===== src/rtl/fc_output_check_if.sv =====
// rtl/fc_output_check_if.sv - result bundle between the redundant encryption cores, the checker and its consumer
interface fc_output_check_if #(
    parameter int y = 40
);
    logic           start;
    logic [y-1:0]   ct_a;
    logic [127:0]   tag_a;
    logic           ready_a;
    logic [y-1:0]   ct_b;
    logic [127:0]   tag_b;
    logic           ready_b;
    logic           out_ready;
    logic [y-1:0]   cipher_text;
    logic [127:0]   tag;
    logic           out_valid;
    logic           fault;
    logic           busy;

    modport master (
        output start, ct_a, tag_a, ready_a, ct_b, tag_b, ready_b, out_ready,
        input  cipher_text, tag, out_valid, fault, busy
    );

    modport slave (
        input  start, ct_a, tag_a, ready_a, ct_b, tag_b, ready_b, out_ready,
        output cipher_text, tag, out_valid, fault, busy
    );
endinterface


===== src/rtl/fc_output_check.sv =====
// rtl/fc_output_check.sv - compares two redundant encryption results; FC_CHECK_TIMEOUT_EN adds the WAIT timeout
module fc_output_check #(
    parameter int y       = 40,
    parameter int TIMEOUT = 64
) (
    input  logic             clk,
    input  logic             rst,
    fc_output_check_if.slave bus
);
    typedef enum logic [2:0] {S_IDLE, S_WAIT, S_CMP, S_OUT, S_FAULT} state_t;

    state_t         state_q, state_d;
    logic           cap_a_q, cap_a_d, cap_b_q, cap_b_d;
    logic [y-1:0]   ct_a_q, ct_a_d, ct_b_q, ct_b_d;
    logic [127:0]   tag_a_q, tag_a_d, tag_b_q, tag_b_d;
    logic [y-1:0]   cipher_text_q, cipher_text_d;
    logic [127:0]   tag_q, tag_d;
    logic           out_valid_q, out_valid_d;
    logic           fault_q, fault_d;
    logic           busy_q, busy_d;
    logic           cap_a_now, cap_b_now;
    logic           enter_idle, enter_fault;

`ifdef FC_CHECK_TIMEOUT_EN
    localparam int CNT_W = $clog2(TIMEOUT);
    logic [CNT_W-1:0] cnt_q, cnt_d;
`else
    // TIMEOUT has no effect without the wait counter
    if (TIMEOUT < 2) begin : g_timeout_unused
    end
`endif

    always_comb begin
        state_d       = state_q;
        cap_a_d       = cap_a_q;
        cap_b_d       = cap_b_q;
        ct_a_d        = ct_a_q;
        ct_b_d        = ct_b_q;
        tag_a_d       = tag_a_q;
        tag_b_d       = tag_b_q;
        cipher_text_d = cipher_text_q;
        tag_d         = tag_q;
        out_valid_d   = out_valid_q;
        fault_d       = fault_q;
        busy_d        = busy_q;
        enter_idle    = 1'b0;
        enter_fault   = 1'b0;
`ifdef FC_CHECK_TIMEOUT_EN
        cnt_d         = cnt_q;
`endif
        // capture flags as they will be after this cycle's sampling
        cap_a_now = cap_a_q | bus.ready_a;
        cap_b_now = cap_b_q | bus.ready_b;

        case (state_q)
            S_IDLE: begin
                if (bus.start) begin
                    state_d = S_WAIT;
                    cap_a_d = 1'b0;
                    cap_b_d = 1'b0;
                    busy_d  = 1'b1;
`ifdef FC_CHECK_TIMEOUT_EN
                    cnt_d   = '0;
`endif
                end
            end
            S_WAIT: begin
                if (bus.ready_a && !cap_a_q) begin
                    ct_a_d  = bus.ct_a;
                    tag_a_d = bus.tag_a;
                    cap_a_d = 1'b1;
                end
                if (bus.ready_b && !cap_b_q) begin
                    ct_b_d  = bus.ct_b;
                    tag_b_d = bus.tag_b;
                    cap_b_d = 1'b1;
                end
                if (cap_a_now && cap_b_now) begin
                    state_d = S_CMP;
                end
`ifdef FC_CHECK_TIMEOUT_EN
                else if (cnt_q == CNT_W'(TIMEOUT - 1)) begin
                    enter_fault = 1'b1;
                end
                cnt_d = cnt_q + CNT_W'(1);
`endif
            end
            S_CMP: begin
                if ({ct_a_q, tag_a_q} == {ct_b_q, tag_b_q}) begin
                    state_d       = S_OUT;
                    out_valid_d   = 1'b1;
                    cipher_text_d = ct_a_q;
                    tag_d         = tag_a_q;
                end else begin
                    enter_fault = 1'b1;
                end
            end
            S_OUT: begin
                if (bus.out_ready) begin
                    enter_idle = 1'b1;
                end
            end
            S_FAULT: begin
            end
            default: begin
                enter_fault = 1'b1;
            end
        endcase

        // leaving a transaction never keeps a partial or released result
        if (enter_idle || enter_fault) begin
            state_d       = enter_fault ? S_FAULT : S_IDLE;
            cap_a_d       = 1'b0;
            cap_b_d       = 1'b0;
            ct_a_d        = '0;
            ct_b_d        = '0;
            tag_a_d       = '0;
            tag_b_d       = '0;
            cipher_text_d = '0;
            tag_d         = '0;
            out_valid_d   = 1'b0;
            fault_d       = enter_fault;
            busy_d        = enter_fault;
        end
    end

    always_ff @(posedge clk or negedge rst) begin
        if (!rst) begin
            state_q       <= S_IDLE;
            cap_a_q       <= 1'b0;
            cap_b_q       <= 1'b0;
            ct_a_q        <= '0;
            ct_b_q        <= '0;
            tag_a_q       <= '0;
            tag_b_q       <= '0;
            cipher_text_q <= '0;
            tag_q         <= '0;
            out_valid_q   <= 1'b0;
            fault_q       <= 1'b0;
            busy_q        <= 1'b0;
`ifdef FC_CHECK_TIMEOUT_EN
            cnt_q         <= '0;
`endif
        end else begin
            state_q       <= state_d;
            cap_a_q       <= cap_a_d;
            cap_b_q       <= cap_b_d;
            ct_a_q        <= ct_a_d;
            ct_b_q        <= ct_b_d;
            tag_a_q       <= tag_a_d;
            tag_b_q       <= tag_b_d;
            cipher_text_q <= cipher_text_d;
            tag_q         <= tag_d;
            out_valid_q   <= out_valid_d;
            fault_q       <= fault_d;
            busy_q        <= busy_d;
`ifdef FC_CHECK_TIMEOUT_EN
            cnt_q         <= cnt_d;
`endif
        end
    end

    assign bus.cipher_text = cipher_text_q;
    assign bus.tag         = tag_q;
    assign bus.out_valid   = out_valid_q;
    assign bus.fault       = fault_q;
    assign bus.busy        = busy_q;
endmodule


===== src/flat_wrapper.sv =====
// flat-port wrapper written by rule: the top's interface ports become plain ports
module fc_output_check_flat 
#(
    parameter int y       = 40,
    parameter int TIMEOUT = 64
)
  (clk, rst, bus_start, bus_ct_a, bus_tag_a, bus_ready_a, bus_ct_b, bus_tag_b, bus_ready_b, bus_out_ready, bus_cipher_text, bus_tag, bus_out_valid, bus_fault, bus_busy);
  fc_output_check_if #(.y(y)) bus_i ();
  input  logic clk;
  input  logic rst;
  input wire logic [$bits(bus_i.start)-1:0] bus_start;
  input wire logic [$bits(bus_i.ct_a)-1:0] bus_ct_a;
  input wire logic [$bits(bus_i.tag_a)-1:0] bus_tag_a;
  input wire logic [$bits(bus_i.ready_a)-1:0] bus_ready_a;
  input wire logic [$bits(bus_i.ct_b)-1:0] bus_ct_b;
  input wire logic [$bits(bus_i.tag_b)-1:0] bus_tag_b;
  input wire logic [$bits(bus_i.ready_b)-1:0] bus_ready_b;
  input wire logic [$bits(bus_i.out_ready)-1:0] bus_out_ready;
  output wire logic [$bits(bus_i.cipher_text)-1:0] bus_cipher_text;
  output wire logic [$bits(bus_i.tag)-1:0] bus_tag;
  output wire logic [$bits(bus_i.out_valid)-1:0] bus_out_valid;
  output wire logic [$bits(bus_i.fault)-1:0] bus_fault;
  output wire logic [$bits(bus_i.busy)-1:0] bus_busy;
  assign bus_i.start = bus_start;
  assign bus_i.ct_a = bus_ct_a;
  assign bus_i.tag_a = bus_tag_a;
  assign bus_i.ready_a = bus_ready_a;
  assign bus_i.ct_b = bus_ct_b;
  assign bus_i.tag_b = bus_tag_b;
  assign bus_i.ready_b = bus_ready_b;
  assign bus_i.out_ready = bus_out_ready;
  assign bus_cipher_text = bus_i.cipher_text;
  assign bus_tag = bus_i.tag;
  assign bus_out_valid = bus_i.out_valid;
  assign bus_fault = bus_i.fault;
  assign bus_busy = bus_i.busy;
  fc_output_check #(.y(y), .TIMEOUT(TIMEOUT)) u_core (.clk(clk), .rst(rst), .bus(bus_i));
endmodule

===== config.mk =====
export PLATFORM = sky130hd
export DESIGN_NAME = fc_output_check_flat
export DESIGN_NICKNAME = d
export VERILOG_FILES = /design/src/rtl/fc_output_check_if.sv /design/src/rtl/fc_output_check.sv /design/src/flat_wrapper.sv
export SDC_FILE = /design/constraint.sdc
export NUM_CORES = 1
export LEC_CHECK = 0
export BUFFER_PORTS_ARGS = -buffer_cell sky130_fd_sc_hd__buf_4
export CAP_MARGIN = 20
export CORE_MARGIN = 5
export CORE_UTILIZATION = 45
export DETAILED_ROUTE_END_ITERATION = 8
export GPL_TIMING_DRIVEN = 0
export PLACE_DENSITY_LB_ADDON = 0.2
export SLEW_MARGIN = 20
export SYNTH_ARGS = -nofsm -noshare
export SYNTH_HDL_FRONTEND = slang
export SYNTH_SLANG_ARGS = --single-unit

===== constraint.sdc =====
create_clock -name clk -period 5.03 [get_ports clk]
set_input_delay 1.2575 -clock clk [delete_from_list [all_inputs] [get_ports clk]]
set_output_delay 1.2575 -clock clk [all_outputs]
set_load 0.005 [all_outputs]

==> flow_metrics.py, run 1 <==
metrics = {
    "place": {
        "io_buffers": 512,
        "pre_cts_ws_ns": 0.517,
        "hpwl_um": 66800,
        "dp_cells": 3304,
        "gp_congestion": 0.901,
    },
    "worst_hold_path": {
        "min-delay-start": "u_core.bus.tag[56]$_DFFE_PN0P_",
        "hold_class": "register to register",
        "holdPathEnd": "u_core.bus.tag[56]$_DFFE_PN0P_",
        "min_path_cells": 2,
    },
    "detailed_routing": {
        "wl_um": 84900,
        "ant_nets": 0,
        "num_vias": 18259,
        "wire_per_inst_um": 24.9,
        "first_iter_violations": 1410,
        "first_pass_iters": 6,
        "drc_errors": 0,
        "vias_per_cell": 5.35,
    },
    "sta": {
        "worst_pin_slew_ns": 1.18,
        "final_hold_viol_count": 0,
        "finalWorstSetupSlack_ns": 0.526,
        "min_period_ns": 4.50,
        "setup_viol": 0,
        "slew_headroom_pct": 21.0,
        "fin_crit_sh_pct": 89.5,
        "clock_skew_ns": 0.0137,
        "timing.fmax_ghz": 0.222,
        "rsz0062_at_grt": "no",
        "slew_violations": 0,
    },
    "worst_setup_path": {
        "r2r_cells": 8,
        "r2r-end": "u_core.bus.tag[15]$_DFFE_PN0P_",
        "crit_fanout": 10,
        "criticalPathCategory": "register to register",
        "cp_slowest_stage_delay_ns": 0.82,
        "worstPathRequired_ns": 5.53,
        "worstPathArrival_ns": 5.01,
        "r2r-start": "u_core.tag_a_q[78]$_DFFE_PN0P_",
        "worstPathCellList": "xor2_1 -> nor4_1 -> nand4_1 -> nor4_2 -> nand4_1 -> buf_2 -> clkbuf_1 -> o21ai_0",
        "crit_top_cell": "nand4_1",
        "slowest_stage": "nor4_1",
        "worst_setup_path_start_kind": "register",
        "crit_buf_inv": 2,
        "critical_path.top_delay_family": "simple AND/OR/NAND/NOR gates",
        "rrSetupSlack_ns": 0.53,
        "end_kind": "register",
    },
    "grt": {
        "antenna_found_initial": 14,
        "grt_pass1_vias": 18623,
        "grt_pass1_wl_um": 122000,
        "track_usage_pct": 30.2,
        "grt-ovfl-total": 0,
        "grt_max_degree": 99,
    },
    "final_layout": {
        "drive_above_1_share_pct": 23.5,
        "n_fill_cell": 4366,
        "layout_commonest_cell": "dfrtp_1",
        "fin_nets": 3030,
        "final_cells": 3414,
        "layout_common_cells": "dfrtp_1, buf_4, a21oi_1",
        "syn2layout_area_growth_pct": 30.3,
    },
    "clocking": {
        "post_cts.repair.setup_buffers": 0,
        "numCtsBuffers": 54,
        "cts_resized": 0,
        "path_clk_slew_ns": 0.06,
        "cts.sinks": 512,
        "cts_hold_buffers": 0,
        "cts_tree": "yes",
        "root_buffer": "clkbuf_16",
        "htree_levels": 2,
        "cts_buffer_depth": 3,
        "clock_latency_ns": 0.60,
    },
    "power": {
        "total_leakage_power_nw": 17.1,
        "pwr-share-clk_pct": 31.7,
        "power_density_mw_per_mm2": 466,
        "p_comb_share_pct": 30.0,
        "ir_drop_uv": 293,
        "p_int_mw": 8.68,
        "switchingPower_mw": 5.07,
        "p_seq_share_pct": 38.3,
        "swShare_pct": 36.9,
        "finalPower_mw": 13.8,
    },
    "die": {
        "die_w_um": 234,
        "initial_core_util_pct": 45.4,
        "die_h_um": 234,
        "ioPinCount": 513,
        "die_area_mm2": 0.0550,
        "coreArea_mm2": 0.0500,
        "core.rowCount": 82,
    },
    "synthesis": {
        "synthCells": 2112,
        "seq_area_frac_synth_pct": 56.5,
        "avgSynthCellArea_um2": 10.7,
        "synth_largest_area_cell": "dfrtp_1",
        "ys_ff_latch": 512,
        "synth_top_area_share_pct": 56.5,
        "netlist_area_mm2": 0.0227,
        "ys_warn_count": 0,
        "synth_area_leaders": "dfrtp_1, mux2i_1, a21oi_1",
        "syn-num-nets": 2454,
        "synth_cell_types": 29,
    },
    "flow_run": {
        "cap_violations": 0,
    },
    "run_status": {
        "outcome": "completed",
    },
}
==> worst max path at each step <==
stage                              startpoint                        endpoint  slack [ns]  cells past startpoint
2_1_floorplan                     bus_ready_a  u_core.tag_a_q[24]$_DFFE_PN0P_        2.36                      6
3_3_place_gp                              rst  u_core.bus.tag[98]$_DFFE_PN0P_       -2.65                      1
3_5_place_dp   u_core.tag_a_q[78]$_DFFE_PN0P_  u_core.bus.tag[18]$_DFFE_PN0P_        0.52                      8
4_1_cts        u_core.tag_a_q[78]$_DFFE_PN0P_  u_core.bus.tag[17]$_DFFE_PN0P_        0.50                      8
5_1_grt        u_core.tag_a_q[78]$_DFFE_PN0P_  u_core.bus.tag[16]$_DFFE_PN0P_        0.44                      8
6_report       u_core.tag_a_q[78]$_DFFE_PN0P_  u_core.bus.tag[15]$_DFFE_PN0P_        0.53                      8
==> power by group through the flow <==
stage          clock [mW]  sequential [mW]  combinational (mW)
2_1_floorplan           0             5.13                2.32
3_3_place_gp            0             5.30                4.01
3_5_place_dp            0             5.33                4.10
4_1_cts              4.39             5.25                4.13
5_1_grt              4.57             5.33                4.44
6_report             4.36             5.26                4.13
==> cell families (layout without fill, tap and decap cells) <==
family / Yosys count / in the layout / share of synthesized area [%]
AND/OR/NAND/NOR: 246 / 246 / 4.90
other: 0 / 10 / 0
XOR/XNOR: 168 / 168 / 6.49
multiplexers: 336 / 336 / 14.8
buffers and inverters: 323 / 943 / 5.49
AO/OA/AOI/OAI: 527 / 527 / 11.8
flip-flops: 512 / 512 / 56.5
==> worst min-delay path, stage by stage, from the launching register on <==
cell and delay, ns:
dfrtp_1 0.34, nand2_1 0.05, o21ai_0 0.06
==> layout make-up <==
cell class / instances / area [um^2] / area share [%]
Antenna cell: 10 / 25.0 / 0.0847
Buffer: 152 / 603 / 2.04
Clock buffer: 80 / 1670 / 5.66
Clock inverter: 20 / 283 / 0.957
Inverter: 171 / 642 / 2.17
Multi-Input combinational cell: 1277 / 8620 / 29.2
Sequential cell: 512 / 12800 / 43.4
Tap cell: 672 / 841 / 2.85
Timing Repair Buffer: 520 / 4040 / 13.7
==> flip-flops by register name, summed over array words and instances (netlist names) <==
name / cells
u_core.bus.busy: 1
u_core.cap_b_q: 1
u_core.tag_a_q: 128
u_core.bus.tag: 128
u_core.bus.cipher_text: 40
u_core.state_q: 3
u_core.cap_a_q: 1
u_core.bus.fault: 1
u_core.bus.out_valid: 1
u_core.ct_b_q: 40
u_core.ct_a_q: 40
u_core.tag_b_q: 128
==> cells in the mapped netlist <==
library cell,instances
o41a_1,1
nor4_1,42
a21oi_1,344
nand2_1,173
clkbuf_1,112
buf_2,25
o21ai_0,163
xor2_1,168
inv_1,171
nor4_2,1
nand3_1,1
and3_1,1
o211ai_1,1
o31a_1,1
a2111oi_0,1
nor3_1,3
o22a_1,1
a31o_2,1
nor2_1,7
nand2b_1,2
nand4_1,13
a31oi_1,1
o21ai_1,11
a22oi_1,2
mux2i_1,336
buf_1,15
nor4_4,1
nand4b_1,2
dfrtp_1,512
==> through the flow <==
step	util, %	setup TNS, ns	cell area, um^2	hold WS [ns]
finish	59.1	0	29500	0.480
global placement	54.7	-1321.51	27400	0.462
global route	59.1	0	29500	0.512
CTS	59.1	0	29500	0.484
floorplan	-	0	22700	0.473
detailed placement	55.1	0	27600	0.471
==> per-layer routing <==
metal	global-route usage [%]	share of wire, %
met5	0	0.040
met4	10.0	3.3
met2	48.8	48
met3	6.79	7.0
met1	40.7	42
Note: power is estimated with default switching activity, not from simulation.
==> run 2, diff against run 1 <==
--- a/config.mk
+++ b/config.mk
@@ -7,6 +7,9 @@
 export LEC_CHECK = 0
 export BUFFER_PORTS_ARGS = -buffer_cell sky130_fd_sc_hd__buf_4
 export CAP_MARGIN = 20
+export CELL_PAD_IN_SITES_DETAIL_PLACEMENT = 0
+export CELL_PAD_IN_SITES_GLOBAL_PLACEMENT = 1
+export CORE_ASPECT_RATIO = 1.75
 export CORE_MARGIN = 5
 export CORE_UTILIZATION = 45
 export DETAILED_ROUTE_END_ITERATION = 8
==> flow_metrics.py, run 2 (synthesis results as in run 1) <==
metrics = {
    "run_status": {
        "outcome": "completed",
    },
    "clocking": {
        "post_cts.repair.setup_buffers": 0,
        "root_buffer": "clkbuf_16",
        "cts_buffer_depth": 3,
        "clock_latency_ns": 0.57,
        "numCtsBuffers": 48,
        "cts.sinks": 512,
        "cts_hold_buffers": 0,
        "cts_tree": "yes",
        "path_clk_slew_ns": 0.06,
        "htree_levels": 2,
        "cts_resized": 0,
    },
    "die": {
        "core.rowCount": 108,
        "die_area_mm2": 0.0551,
        "die_w_um": 180,
        "ioPinCount": 513,
        "coreArea_mm2": 0.0497,
        "initial_core_util_pct": 45.6,
        "die_h_um": 307,
    },
    "grt": {
        "grt_max_degree": 103,
        "antenna_found_initial": 17,
        "busiest_layer": "met2",
        "met2_usage_pct": 55.4,
        "grt_util_met3_pct": 7.57,
        "track_usage_pct": 30.5,
        "grt_pass1_wl_um": 126000,
        "grtUsageMet1_pct": 32.7,
        "grt-ovfl-total": 0,
        "grt_pass1_vias": 19608,
    },
    "worst_setup_path": {
        "end_kind": "register",
        "cp_slowest_stage_delay_ns": 0.85,
        "crit_fanout": 10,
        "worstPathRequired_ns": 5.50,
        "worst_setup_path_start_kind": "register",
        "criticalPathCategory": "register to register",
        "slowest_stage": "nor4_1",
        "worstPathCellList": "xor2_1 -> nor4_1 -> nand4_1 -> nor4_2 -> nand4_1 -> buf_2 -> clkbuf_1 -> o21ai_0",
        "crit_top_cell": "nand4_1",
        "worstPathArrival_ns": 4.85,
    },
    "sta": {
        "whs_ns": 0.480,
        "rsz0062_at_grt": "no",
        "slew_headroom_pct": 22.6,
        "worst_pin_slew_ns": 1.16,
        "timing.fmax_ghz": 0.229,
        "clock_skew_ns": 0.0175,
        "min_period_ns": 4.37,
        "setup_viol": 0,
        "fin_crit_sh_pct": 87.0,
        "final_hold_viol_count": 0,
        "tns_ns": 0,
        "finalWorstSetupSlack_ns": 0.656,
        "slew_violations": 0,
    },
    "final_layout": {
        "stdcell_area_mm2": 0.0291,
        "ff_latch_area_mm2": 0.0128,
        "final_cells": 3391,
        "layout_common_cells": "buf_4, dfrtp_1, a21oi_1",
        "fin_nets": 3022,
        "multi_input_area_mm2": 0.00861,
        "n_fill_cell": 4520,
        "drive_above_1_share_pct": 22.8,
        "syn2layout_area_growth_pct": 28.3,
        "fin_util_pct": 58.5,
    },
    "place": {
        "dp_cells": 3290,
        "io_buffers": 512,
        "hpwl_um": 69200,
        "placed_area_mm2": 0.0275,
        "pre_cts_ws_ns": 0.694,
        "gp_congestion": 0.918,
    },
    "detailed_routing": {
        "wire_per_inst_um": 25.6,
        "ant_nets": 0,
        "num_vias": 18251,
        "drc_errors": 0,
        "first_pass_iters": 5,
        "vias_per_cell": 5.38,
        "first_iter_violations": 1177,
        "wl_um": 86800,
    },
    "power": {
        "total_leakage_power_nw": 16.9,
        "finalPower_mw": 13.1,
        "power_density_mw_per_mm2": 451,
        "ir_drop_uv": 304,
    },
    "flow_run": {
        "cap_violations": 0,
    },
    "worst_hold_path": {
        "hold_class": "register to register",
    },
}
==> run 2: final timing paths <==
check	slack (ns)	cells after the start	startpoint	to
max in group asynchronous	3.10	3	rst	u_core.bus.cipher_text[15]$_DFFE_PN0P_
min	0.48	2	u_core.bus.tag[90]$_DFFE_PN0P_	u_core.bus.tag[90]$_DFFE_PN0P_
min reg2reg	0.48	2	u_core.bus.tag[90]$_DFFE_PN0P_	u_core.bus.tag[90]$_DFFE_PN0P_
max reg2reg	0.66	8	u_core.ct_a_q[10]$_DFFE_PN0P_	u_core.bus.cipher_text[8]$_DFFE_PN0P_
min in group asynchronous	0.57	1	rst	u_core.bus.tag[82]$_DFFE_PN0P_
max	0.66	8	u_core.ct_a_q[10]$_DFFE_PN0P_	u_core.bus.cipher_text[8]$_DFFE_PN0P_
==> run 2: where the power goes <==
part           internal (mW)  switching (mW)
Combinational           1.33            2.82
Clock                   2.10            1.61
Sequential              4.69           0.565
Total                   8.12            5.00
==> run 2: metal layers <==
metal,vias to the layer above,wire [um]
met4,0,5010
met2,684,45700
li1,8289,-
met1,9107,30100
met3,171,6000
met5,-,0
==> run 2: worst max-delay path: cells and delay by family, from the launching register on <==
family                    cells  cell delay (ns)
buffers and inverters         2             0.90
DFF                           1             0.44
AOI/OAI and AO/OA             1             0.24
xor gates and xnor gates      1             0.24
and+or+nand+nor               4             2.44
==> run 2: area by class of cell <==
type / instances / area share, %
well taps: 660 / 2.84
multi-input cells: 1277 / 29.6
inverters: 171 / 2.21
diodes: 16 / 0.138
plain buffers: 152 / 2.07
clock inverters: 8 / 0.310
clock buffers: 77 / 5.06
repair buffers: 518 / 13.7
flip-flops and latches: 512 / 44.0
==> run 3, diff against run 2 <==
--- a/config.mk
+++ b/config.mk
@@ -5,13 +5,14 @@
 export SDC_FILE = /design/constraint.sdc
 export NUM_CORES = 1
 export LEC_CHECK = 0
+export ABC_AREA = 1
 export BUFFER_PORTS_ARGS = -buffer_cell sky130_fd_sc_hd__buf_4
 export CAP_MARGIN = 20
 export CELL_PAD_IN_SITES_DETAIL_PLACEMENT = 0
 export CELL_PAD_IN_SITES_GLOBAL_PLACEMENT = 1
 export CORE_ASPECT_RATIO = 1.75
 export CORE_MARGIN = 5
-export CORE_UTILIZATION = 45
+export CORE_UTILIZATION = 44
 export DETAILED_ROUTE_END_ITERATION = 8
 export GPL_TIMING_DRIVEN = 0
 export PLACE_DENSITY_LB_ADDON = 0.2
==> flow_metrics.py, run 3 <==
metrics = {
    "worst_setup_path": {
        "worstPathCellList": "inv_1 -> nand2_1 -> nand4_1 -> nor2_1 -> nand4_1 -> nor2_2 -> nand4_1 -> clkbuf_1 -> clkbuf_1 -> o21ai_0",
        "worst_setup_path_start_kind": "register",
        "criticalPathCategory": "register to register",
        "rrSetupSlack_ns": 1.90,
        "crit_buf_inv": 3,
        "critical_path.top_delay_family": "simple AND/OR/NAND/NOR gates",
        "crit_fanout": 10,
        "end_kind": "register",
        "cp_slowest_stage_delay_ns": 0.55,
        "worstPathRequired_ns": 5.50,
        "worstPathArrival_ns": 3.60,
        "crit_top_cell": "nand4_1",
        "slowest_stage": "clkbuf_1",
    },
    "synthesis": {
        "async_flop_share_pct": 100,
        "synth_cell_types": 27,
        "synth_ff_type": "dfrtp_1",
        "avgSynthCellArea_um2": 8.92,
        "ys_warn_count": 0,
        "syn-num-nets": 2843,
        "ys_ff_latch": 512,
        "seq_area_frac_synth_pct": 57.4,
        "netlist_area_mm2": 0.0223,
        "ys_top_cells_by_count": "dfrtp_1, inv_1, nand2_1",
        "synth_area_leaders": "dfrtp_1, nand3_1, inv_1",
        "synth_top_area_share_pct": 57.4,
        "synthCells": 2501,
        "synth.most_common_cell": "dfrtp_1",
        "synth_edf_count": 0,
        "synth_largest_area_cell": "dfrtp_1",
    },
    "clocking": {
        "post_cts.repair.setup_buffers": 0,
        "htree_levels": 2,
        "numCtsBuffers": 49,
        "path_clk_slew_ns": 0.06,
        "clock_latency_ns": 0.56,
        "cts_tree": "yes",
        "root_buffer": "clkbuf_16",
        "cts_hold_buffers": 0,
        "cts_buffer_depth": 3,
        "cts_resized": 0,
        "cts.sinks": 512,
    },
    "grt": {
        "busiest_layer": "met2",
        "antenna_found_initial": 9,
        "grt_pass1_vias": 20676,
        "grtUsageMet1_pct": 30.7,
        "met2_usage_pct": 48.7,
        "grt_pass1_wl_um": 118000,
        "grt_util_met3_pct": 6.42,
        "track_usage_pct": 27.2,
        "grt-ovfl-total": 0,
        "grt_max_degree": 104,
    },
    "final_layout": {
        "stdcell_area_mm2": 0.0288,
        "layout_common_cells": "buf_4, dfrtp_1, inv_1",
        "fin_util_pct": 57.1,
        "layout_commonest_cell": "buf_4",
        "syn2layout_area_growth_pct": 28.8,
        "fin_nets": 3412,
        "drive_above_1_share_pct": 21.9,
    },
    "place": {
        "gp_congestion": 0.901,
        "placed_area_mm2": 0.0272,
        "io_buffers": 512,
        "hpwl_um": 60200,
    },
    "detailed_routing": {
        "wl_um": 77500,
        "first_iter_violations": 1169,
        "vias_per_cell": 5.19,
        "first_pass_iters": 5,
        "num_vias": 19631,
        "ant_nets": 0,
        "wire_per_inst_um": 20.5,
        "drc_errors": 0,
    },
    "worst_hold_path": {
        "hold_class": "register to register",
    },
    "power": {
        "power_density_mw_per_mm2": 288,
        "ir_drop_uv": 247,
        "total_leakage_power_nw": 14.5,
        "finalPower_mw": 8.28,
    },
    "sta": {
        "worst_pin_slew_ns": 1.10,
        "min_period_ns": 3.13,
        "slew_headroom_pct": 26.9,
        "slew_violations": 0,
        "timing.fmax_ghz": 0.319,
        "clock_skew_ns": 0.0120,
        "whs_ns": 0.485,
        "setup_viol": 0,
        "final_hold_viol_count": 0,
        "rsz0062_at_grt": "no",
        "fin_crit_sh_pct": 62.3,
    },
    "die": {
        "initial_core_util_pct": 44.3,
        "die_w_um": 180,
        "die_h_um": 308,
        "ioPinCount": 513,
        "core.rowCount": 109,
        "die_area_mm2": 0.0555,
        "coreArea_mm2": 0.0503,
    },
    "flow_run": {
        "cap_violations": 0,
    },
    "run_status": {
        "outcome": "completed",
    },
}
## run 3: metal layers
layer / part of all wire, % / wire length [um]
met2: 51 / 39700
met5: 0.017 / 13
met4: 5.5 / 4250
met3: 6.5 / 5030
met1: 37 / 28500
## run 3: cells by family after synthesis
kind of cell / share of synthesized area, %
and+or+nand+nor: 15.9
buffers and inverters: 10.2
AOI/OAI and AO/OA: 12.6
DFF: 57.4
xor gates and xnor gates: 3.81
## run 3: path summary, 6_finish.rpt
path / endpoint / from / cells past startpoint
worst max-delay path: u_core.bus.cipher_text[12]$_DFFE_PN0P_ / u_core.tag_a_q[125]$_DFFE_PN0P_ / 10
worst min-delay path: u_core.bus.fault$_DFFE_PN0P_ / u_core.bus.fault$_DFFE_PN0P_ / 2
worst max register to register: u_core.bus.cipher_text[12]$_DFFE_PN0P_ / u_core.tag_a_q[125]$_DFFE_PN0P_ / 10
worst min register to register: u_core.bus.fault$_DFFE_PN0P_ / u_core.bus.fault$_DFFE_PN0P_ / 2
max in group asynchronous: u_core.tag_a_q[73]$_DFFE_PN0P_ / rst / 4
min in group asynchronous: u_core.bus.cipher_text[12]$_DFFE_PN0P_ / rst / 1
## run 3: where the power goes
group	total, mW	switching, mW	internal (mW)
logic	0.446	0.232	0.214
registers	4.16	0.0162	4.15
clock network	3.67	1.60	2.07
total	8.28	1.85	6.43
## run 3: layout make-up
| class | count | area (um^2) |
|---|---|---|
| fill | 4676 | 21600 |
| sequential | 512 | 12800 |
| multi-input combinational | 1416 | 7230 |
| timing repair buffer | 518 | 4000 |
| inverter | 418 | 1570 |
| clock buffer | 72 | 1430 |
| tap | 666 | 833 |
| buffer | 155 | 711 |
| clock inverter | 15 | 139 |
| antenna | 9 | 22.5 |
## run 3: worst reg2reg max path, stage by stage, from the launching register on
cell	delay [ns]
dfrtp_1	0.35
inv_1	0.06
nand2_1	0.06
nand4_1	0.19
nor2_1	0.34
nand4_1	0.23
nor2_2	0.26
nand4_1	0.37
clkbuf_1	0.56
clkbuf_1	0.39
o21ai_0	0.24
## run 3: stage by stage
step                      cells  setup WS, ns  setup TNS (ns)
after floorplan            2501          2.60               0
after global placement     3679         -2.70        -1320.10
after detailed placement   3685          1.45               0
after CTS                  3772          1.88               0
after global routing       3780          1.72               0
final                      3781          1.90               0
